### src/rtl/secure_ctrl.sv
// Authenticated command controller: LFSR challenge/response login with lockout,
// RSA-wrapped memory access. Optional wait timeout via SECURE_CTRL_TIMEOUT_EN.
module secure_ctrl #(
  parameter int          DATA_WIDTH     = 32,
  parameter int          ADDR_WIDTH     = 8,
  parameter logic [15:0] NONCE_SEED     = 16'hACE1,
  parameter int          MAX_FAILS      = 3,
  parameter int          TIMEOUT_CYCLES = 1024,
  parameter int          MODULUS        = 3233,
  parameter int          PUB_KEY        = 17,
  parameter int          PRIV_KEY       = 2753
) (
  input  logic                  i_clock,
  input  logic                  i_reset,
  input  logic                  i_cmd_valid,
  input  logic [2:0]            i_opcode,
  input  logic [DATA_WIDTH-1:0] i_datain,
  input  logic [ADDR_WIDTH-1:0] i_addr,
  output logic                  o_cu_ready,
  output logic [DATA_WIDTH-1:0] o_dataout,
  output logic [2:0]            o_status,
  output logic                  o_locked,
  output logic [DATA_WIDTH-1:0] o_rsa_datain,
  output logic [DATA_WIDTH-1:0] o_rsa_modulusin,
  output logic [DATA_WIDTH-1:0] o_rsa_keyin,
  output logic                  o_rsa_en,
  input  logic [DATA_WIDTH-1:0] i_rsa_dataout,
  input  logic                  i_rsa_ready,
  output logic [DATA_WIDTH-1:0] o_mem_datain,
  output logic [ADDR_WIDTH-1:0] o_mem_addr,
  output logic                  o_mem_op,
  output logic                  o_mem_en,
  input  logic [DATA_WIDTH-1:0] i_mem_dataout,
  input  logic                  i_mem_ready
);

  localparam logic [2:0] OP_AUTH_START = 3'd0;
  localparam logic [2:0] OP_AUTH_RESP  = 3'd1;
  localparam logic [2:0] OP_MEM_READ   = 3'd2;
  localparam logic [2:0] OP_MEM_WRITE  = 3'd3;
  localparam logic [2:0] OP_RSA_ENC    = 3'd4;
  localparam logic [2:0] OP_RSA_DEC    = 3'd5;
  localparam logic [2:0] OP_LOGOUT     = 3'd6;

  localparam logic [2:0] ST_OK        = 3'd0;
  localparam logic [2:0] ST_INVALID   = 3'd1;
  localparam logic [2:0] ST_NOT_AUTH  = 3'd2;
  localparam logic [2:0] ST_AUTH_FAIL = 3'd3;
  localparam logic [2:0] ST_TIMEOUT   = 3'd4;
  localparam logic [2:0] ST_LOCKED    = 3'd5;

  localparam logic [DATA_WIDTH-1:0] PUB_OPERAND  = DATA_WIDTH'(PUB_KEY);
  localparam logic [DATA_WIDTH-1:0] PRIV_OPERAND = DATA_WIDTH'(PRIV_KEY);

  typedef enum logic [2:0] {
    S_IDLE, S_RSA_REQ, S_RSA_WAIT, S_MEM_REQ, S_MEM_WAIT, S_FINISH, S_LOCK
  } state_t;

  state_t                r_state, w_state_next;
  logic [2:0]            r_op;
  logic [ADDR_WIDTH-1:0] r_addr;
  logic [DATA_WIDTH-1:0] r_res;
  logic [15:0]           r_lfsr, r_chal;
  logic                  r_chal_valid, r_auth;
  logic [3:0]            r_fails;
  logic [DATA_WIDTH-1:0] r_dataout;
  logic [2:0]            r_status;
  logic                  r_locked;
  logic [DATA_WIDTH-1:0] r_rsa_datain, r_rsa_keyin, r_mem_datain;
  logic [ADDR_WIDTH-1:0] r_mem_addr;
  logic                  r_mem_op, r_rsa_en, r_mem_en;

  logic                  w_timeout, w_auth_fail, w_lock;
  logic [3:0]            w_fails_inc;
  logic [15:0]           w_lfsr_step;

  assign w_lfsr_step = {r_lfsr[0] ^ r_lfsr[2] ^ r_lfsr[3] ^ r_lfsr[5], r_lfsr[15:1]};

`ifdef SECURE_CTRL_TIMEOUT_EN
  localparam int TW = $clog2(TIMEOUT_CYCLES + 1);
  logic [TW-1:0] r_timer;

  always_ff @(posedge i_clock) begin
    if (i_reset) begin
      r_timer <= '0;
    end else if (r_state == S_RSA_REQ || r_state == S_MEM_REQ) begin
      r_timer <= '0;
    end else if (r_state == S_RSA_WAIT || r_state == S_MEM_WAIT) begin
      r_timer <= r_timer + TW'(1);
    end
  end

  assign w_timeout = (r_timer == TW'(TIMEOUT_CYCLES - 1));
`else
  // Constant false: waits are unbounded in this build.
  assign w_timeout = (TIMEOUT_CYCLES < 0);
`endif

  always_ff @(posedge i_clock) begin
    if (i_reset) r_state <= S_IDLE;
    else         r_state <= w_state_next;
  end

  always_comb begin
    w_state_next = r_state;
    w_fails_inc  = r_fails + 4'd1;
    w_auth_fail  = !r_chal_valid || (r_res != DATA_WIDTH'(r_chal));
    w_lock       = (r_op == OP_AUTH_RESP) && w_auth_fail && (w_fails_inc >= 4'(MAX_FAILS));
    case (r_state)
      S_IDLE: begin
        if (i_cmd_valid) begin
          case (i_opcode)
            OP_AUTH_RESP: w_state_next = r_chal_valid ? S_RSA_REQ : S_FINISH;
            OP_MEM_READ:  w_state_next = r_auth ? S_MEM_REQ : S_FINISH;
            OP_MEM_WRITE, OP_RSA_ENC, OP_RSA_DEC:
                          w_state_next = r_auth ? S_RSA_REQ : S_FINISH;
            default:      w_state_next = S_FINISH;
          endcase
        end
      end
      S_RSA_REQ:  w_state_next = S_RSA_WAIT;
      S_RSA_WAIT: begin
        if (i_rsa_ready)    w_state_next = (r_op == OP_MEM_WRITE) ? S_MEM_REQ : S_FINISH;
        else if (w_timeout) w_state_next = S_IDLE;
      end
      S_MEM_REQ:  w_state_next = S_MEM_WAIT;
      S_MEM_WAIT: begin
        if (i_mem_ready)    w_state_next = (r_op == OP_MEM_READ) ? S_RSA_REQ : S_FINISH;
        else if (w_timeout) w_state_next = S_IDLE;
      end
      S_FINISH:   w_state_next = w_lock ? S_LOCK : S_IDLE;
      S_LOCK:     w_state_next = S_LOCK;
      default:    w_state_next = S_IDLE;
    endcase
  end

  always_ff @(posedge i_clock) begin
    if (i_reset) begin
      r_op         <= '0;
      r_addr       <= '0;
      r_res        <= '0;
      r_lfsr       <= NONCE_SEED;
      r_chal       <= '0;
      r_chal_valid <= 1'b0;
      r_auth       <= 1'b0;
      r_fails      <= '0;
      r_dataout    <= '0;
      r_status     <= ST_OK;
      r_locked     <= 1'b0;
      r_rsa_datain <= '0;
      r_rsa_keyin  <= '0;
      r_rsa_en     <= 1'b0;
      r_mem_datain <= '0;
      r_mem_addr   <= '0;
      r_mem_op     <= 1'b0;
      r_mem_en     <= 1'b0;
    end else begin
      case (r_state)
        S_IDLE: begin
          if (i_cmd_valid) begin
            r_op   <= i_opcode;
            r_addr <= i_addr;
            if (w_state_next == S_RSA_REQ) begin
              r_rsa_datain <= i_datain;
              r_rsa_keyin  <= (i_opcode == OP_AUTH_RESP || i_opcode == OP_RSA_DEC)
                              ? PRIV_OPERAND : PUB_OPERAND;
            end
            if (w_state_next == S_MEM_REQ) begin
              r_mem_addr <= i_addr;
              r_mem_op   <= 1'b0;
            end
          end
        end
        S_RSA_REQ: r_rsa_en <= 1'b1;
        S_RSA_WAIT: begin
          if (i_rsa_ready) begin
            r_rsa_en <= 1'b0;
            r_res    <= i_rsa_dataout;
            if (r_op == OP_MEM_WRITE) begin
              r_mem_datain <= i_rsa_dataout;
              r_mem_addr   <= r_addr;
              r_mem_op     <= 1'b1;
            end
          end else if (w_timeout) begin
            r_rsa_en <= 1'b0;
            r_status <= ST_TIMEOUT;
          end
        end
        S_MEM_REQ: r_mem_en <= 1'b1;
        S_MEM_WAIT: begin
          if (i_mem_ready) begin
            r_mem_en <= 1'b0;
            // Read data goes straight on to decryption.
            if (r_op == OP_MEM_READ) begin
              r_rsa_datain <= i_mem_dataout;
              r_rsa_keyin  <= PRIV_OPERAND;
            end
          end else if (w_timeout) begin
            r_mem_en <= 1'b0;
            r_status <= ST_TIMEOUT;
          end
        end
        S_FINISH: begin
          case (r_op)
            OP_AUTH_START: begin
              r_dataout    <= DATA_WIDTH'(r_lfsr);
              r_chal       <= r_lfsr;
              r_chal_valid <= 1'b1;
              r_lfsr       <= w_lfsr_step;
              r_status     <= ST_OK;
            end
            OP_AUTH_RESP: begin
              r_chal_valid <= 1'b0;
              if (!w_auth_fail) begin
                r_auth    <= 1'b1;
                r_fails   <= '0;
                r_dataout <= '0;
                r_status  <= ST_OK;
              end else begin
                r_fails  <= w_fails_inc;
                r_status <= w_lock ? ST_LOCKED : ST_AUTH_FAIL;
                r_locked <= w_lock;
              end
            end
            OP_MEM_READ, OP_MEM_WRITE, OP_RSA_ENC, OP_RSA_DEC: begin
              if (r_auth) begin
                r_dataout <= r_res;
                r_status  <= ST_OK;
              end else begin
                r_status  <= ST_NOT_AUTH;
              end
            end
            OP_LOGOUT: begin
              r_auth   <= 1'b0;
              r_status <= ST_OK;
            end
            default: begin
              r_auth   <= 1'b0;
              r_status <= ST_INVALID;
            end
          endcase
        end
        default: ;
      endcase
    end
  end

  assign o_cu_ready      = (r_state == S_IDLE) || (r_state == S_LOCK);
  assign o_dataout       = r_dataout;
  assign o_status        = r_status;
  assign o_locked        = r_locked;
  assign o_rsa_datain    = r_rsa_datain;
  assign o_rsa_modulusin = DATA_WIDTH'(MODULUS);
  assign o_rsa_keyin     = r_rsa_keyin;
  assign o_rsa_en        = r_rsa_en;
  assign o_mem_datain    = r_mem_datain;
  assign o_mem_addr      = r_mem_addr;
  assign o_mem_op        = r_mem_op;
  assign o_mem_en        = r_mem_en;

endmodule

### config.mk
export PLATFORM = sky130hd
export DESIGN_NAME = secure_ctrl
export DESIGN_NICKNAME = d
export VERILOG_FILES = /design/src/rtl/secure_ctrl.sv
export SDC_FILE = /design/constraint.sdc
export NUM_CORES = 1
export LEC_CHECK = 0
export BUFFER_PORTS_ARGS = -buffer_cell sky130_fd_sc_hd__buf_4
export CAP_MARGIN = 10
export CORE_MARGIN = 2
export CORE_UTILIZATION = 51
export CTS_CLUSTER_DIAMETER = 200
export DETAILED_ROUTE_END_ITERATION = 8
export PLACE_DENSITY = 0.8
export SYNTH_ARGS = -nofsm -noshare
export SYNTH_HDL_FRONTEND = slang
export SYNTH_SLANG_ARGS = --single-unit
### constraint.sdc
create_clock -name i_clock -period 2.5 [get_ports i_clock]
set_input_delay 0.5 -clock i_clock [delete_from_list [all_inputs] [get_ports i_clock]]
set_output_delay 0.5 -clock i_clock [all_outputs]
set_load 0.01 [all_outputs]
==> metrics.cfg <==
[detailed_routing]
ant_nets=0
drc=0
met2_length_mm=11.8
initialDrtViolationCount=694
drt-vias-per-instance=5.50
avgRoutedWirePerCell_um=15.8
drt-pass1-iter-count=5
wl_mm=23.3
top_layer=met4
dr_total_vias=8124
wl_met1_mm=9.75
routed-wl-met3_mm=1.33

[hold_path]
min-delay-start=i_addr[0]
holdPathEnd=r_addr[0]$_SDFFE_PP0P_
whs_path_depth=3
min_path_type=input pin to register

[critical_path]
worstPathMaxFanout=16
r2r_end=o_dataout[31]$_SDFFE_PP0P_
r2r_slack_ps=280
critPathRequiredTime_ps=2850
startpoint_type=register
arrival_ps=2580
rr_worst_depth=4
path_class=register to register
cp_slowest_stage_delay_ps=960
crit_path_top_delay_cell=nor3_2
r2r_start=r_state[0]$_SDFF_PP0_
end_kind=register
crit_chain=nand3b_1 -> nor3_2 -> a22oi_1 -> a21oi_1

[floorplan]
pin_count=288
initial_utilization=0.524
coreArea_um2=16600
dieArea_um2=18200
fp.dieW_um=135
placementRows=47
die_y_um=135

[power_and_ir_drop]
powerDensity_nw_per_um2=645
irDropWorstVdd_mv=0.505
leakage_nw=4.34
power_mw=7.11

[synth]
synth_cells=1055
ys_async_sr_fraction=0
synthXorXnorAreaFrac=0.0221
yosys.area_share.simple=0.174
synth_top_family_by_area=compound AO/OA/AOI/OAI gates
avgSynthCellArea_um2=8.26
synth_compound_area_frac=0.207
synth-warning-count=0
synthMuxAreaShare=0.0610
synth_edf_count=0
ys_types=60
ys_ff_latch=190
ys_seq_area_frac=0.436
synth_flop_cell=dfxtp_1
synth_area_um2=8720
synth_fa_ha_area_frac=0.00402

[clocking]
cts_buffers=17
post-cts-setup-buffers=0
cts_resized=0
cts_sinks=190
clkSlewWorstSetupHoldPaths_ps=70
h-tree-depth=4
cts_tree=done
hold_buffers=0
cts_max_path_buffers=2
clkLatencyLatePin_ps=430
root_buffer=clkbuf_16

[sta]
drv_slew=0
timing.hold.ws_ps=325
slew_headroom=0.280
timing.final.crit_share=0.890
finalSetupViolCount=0
rsz0062_at_grt=false
finClkSkew_ps=10.3
max_freq_mhz=449
hold_viol=0
min_period_ps=2220
fin_tns_setup_ps=0
worst_slack_ps=275
worst_pin_slew_ps=1070

[final_layout]
diodes=0
stdcell_count=1476
n_fill_cell=1423
postLayoutCoreUtil=0.662
nNetsFinal=1357
area_delta_synth_final_pct=26.4
drive_above_1_share=0.244
fin_area_um2=11000

[grt]
grt_max_degree=87
antenna_found_initial=0
grt.overflow.total=0
grt_pass1_vias=7455
grt_pass1_wl_mm=36.4
grt_usage=0.247

[place]
routabilityCongestion=0.907
portBuffers=229
detailed_place.area_um2=10400
dp_hpwl_mm=16.7
preCtsSetupSlack_ps=340
dp.cells=1444

[flow_run]
maxCapViolations=0

[outcome]
status=completed

==> state kept, by name, indices dropped and copies added (netlist names), 3 cells and up <==
name and count:
r_op 3, o_mem_datain 32, o_rsa_keyin 3, r_state 3
r_chal 8, o_mem_addr 8, o_rsa_datain 32, r_res 32
r_addr 8, o_dataout 32, o_status 3, r_lfsr 16
r_fails 4
==> synthesized netlist by cell type, drive strengths merged (11+ instances only) <==
master  count  share of area
a21oi     130          0.075
a211oi     44          0.039
o21ai      14         0.0080
a221oi     12          0.012
xor2       18          0.018
mux2i      52          0.060
nor4       11          0.010
a22oi      16          0.014
nand2     230          0.099
clkbuf     66          0.028
o211ai     33          0.028
a31oi      19          0.014
dfxtp     190           0.44
nand3      13         0.0075
nor2       55          0.024
buf        79          0.064
==> logic make-up after synthesis <==
group           after synthesis
compound gates              286
xor+xnor                     22
fa+ha+maj                     3
buf+inv                     151
flops                       190
mux                          53
other cells                   2
simple gates                348
==> critical path: cells and delay by family (launching register included) <==
kind / cells / cell delay (ps)
simple gates: 2 / 1290
compound gates: 2 / 370
flops: 1 / 490
==> final cells by class <==
cell class / instances / area, um^2 / share of cell area
Multi-Input combinational cell: 770 / 4330 / 0.393
Clock buffer: 19 / 443 / 0.0402
Tap cell: 220 / 275 / 0.0250
Sequential cell: 190 / 3800 / 0.345
Clock inverter: 13 / 173 / 0.0157
Timing Repair Buffer: 258 / 1970 / 0.179
Inverter: 6 / 22.5 / 0.00204
==> worst max path at each step <==
stage / start / end / slack, ps
final: r_state[0]$_SDFF_PP0_ / o_dataout[31]$_SDFFE_PP0P_ / 280
after CTS: r_state[2]$_SDFF_PP0_ / o_dataout[31]$_SDFFE_PP0P_ / 340
after global routing: r_res[11]$_SDFFE_PP0P_ / o_dataout[31]$_SDFFE_PP0P_ / 130
after floorplan: i_cmd_valid / o_mem_addr[5]$_SDFFE_PP0P_ / 540
after detailed placement: i_cmd_valid / o_rsa_datain[10]$_SDFFE_PP0P_ / 340
after global placement: r_op[1]$_SDFFE_PP0P_ / o_dataout[27]$_SDFFE_PP0P_ / 400
==> cells in the final DEF, fill, tap and decap left out, drive strengths merged, types with 2 or more instances in the layout <==
master / n
nor4: 11
o31ai: 2
and2: 2
dfxtp: 190
bufinv: 3
conb: 58
xor2: 18
buf: 258
and4b: 3
nor2b: 3
or2: 2
a22o: 5
nand2: 230
clkinv: 5
mux2i: 52
a21boi: 2
a311oi: 2
nor3b: 3
o21a: 2
inv: 11
clkbuf: 19
ha: 2
o211ai: 33
nand3: 13
xnor2: 4
nor3: 8
a22oi: 16
a221oi: 12
nor2: 55
nand3b: 4
o21ai: 14
a21oi: 130
nand2b: 4
a31oi: 19
nand4: 3
a211oi: 44
and3b: 2
==> per-layer routing <==
layer  track usage  vias up
met1         0.316     3835
met4        0.0754        0
li1              -     3948
met5             0        -
met3        0.0462       42
met2         0.423      299
==> power by group <==
group / total (mW) / internal [mW] / leakage [nW] / switching (mW)
clock network: 2.83 / 1.63 / 0.305 / 1.20
registers: 3.18 / 3.11 / 1.53 / 0.0776
logic: 1.10 / 0.454 / 2.50 / 0.642
total: 7.11 / 5.18 / 4.34 / 1.92
Note: power is estimated with default switching activity, not from simulation.
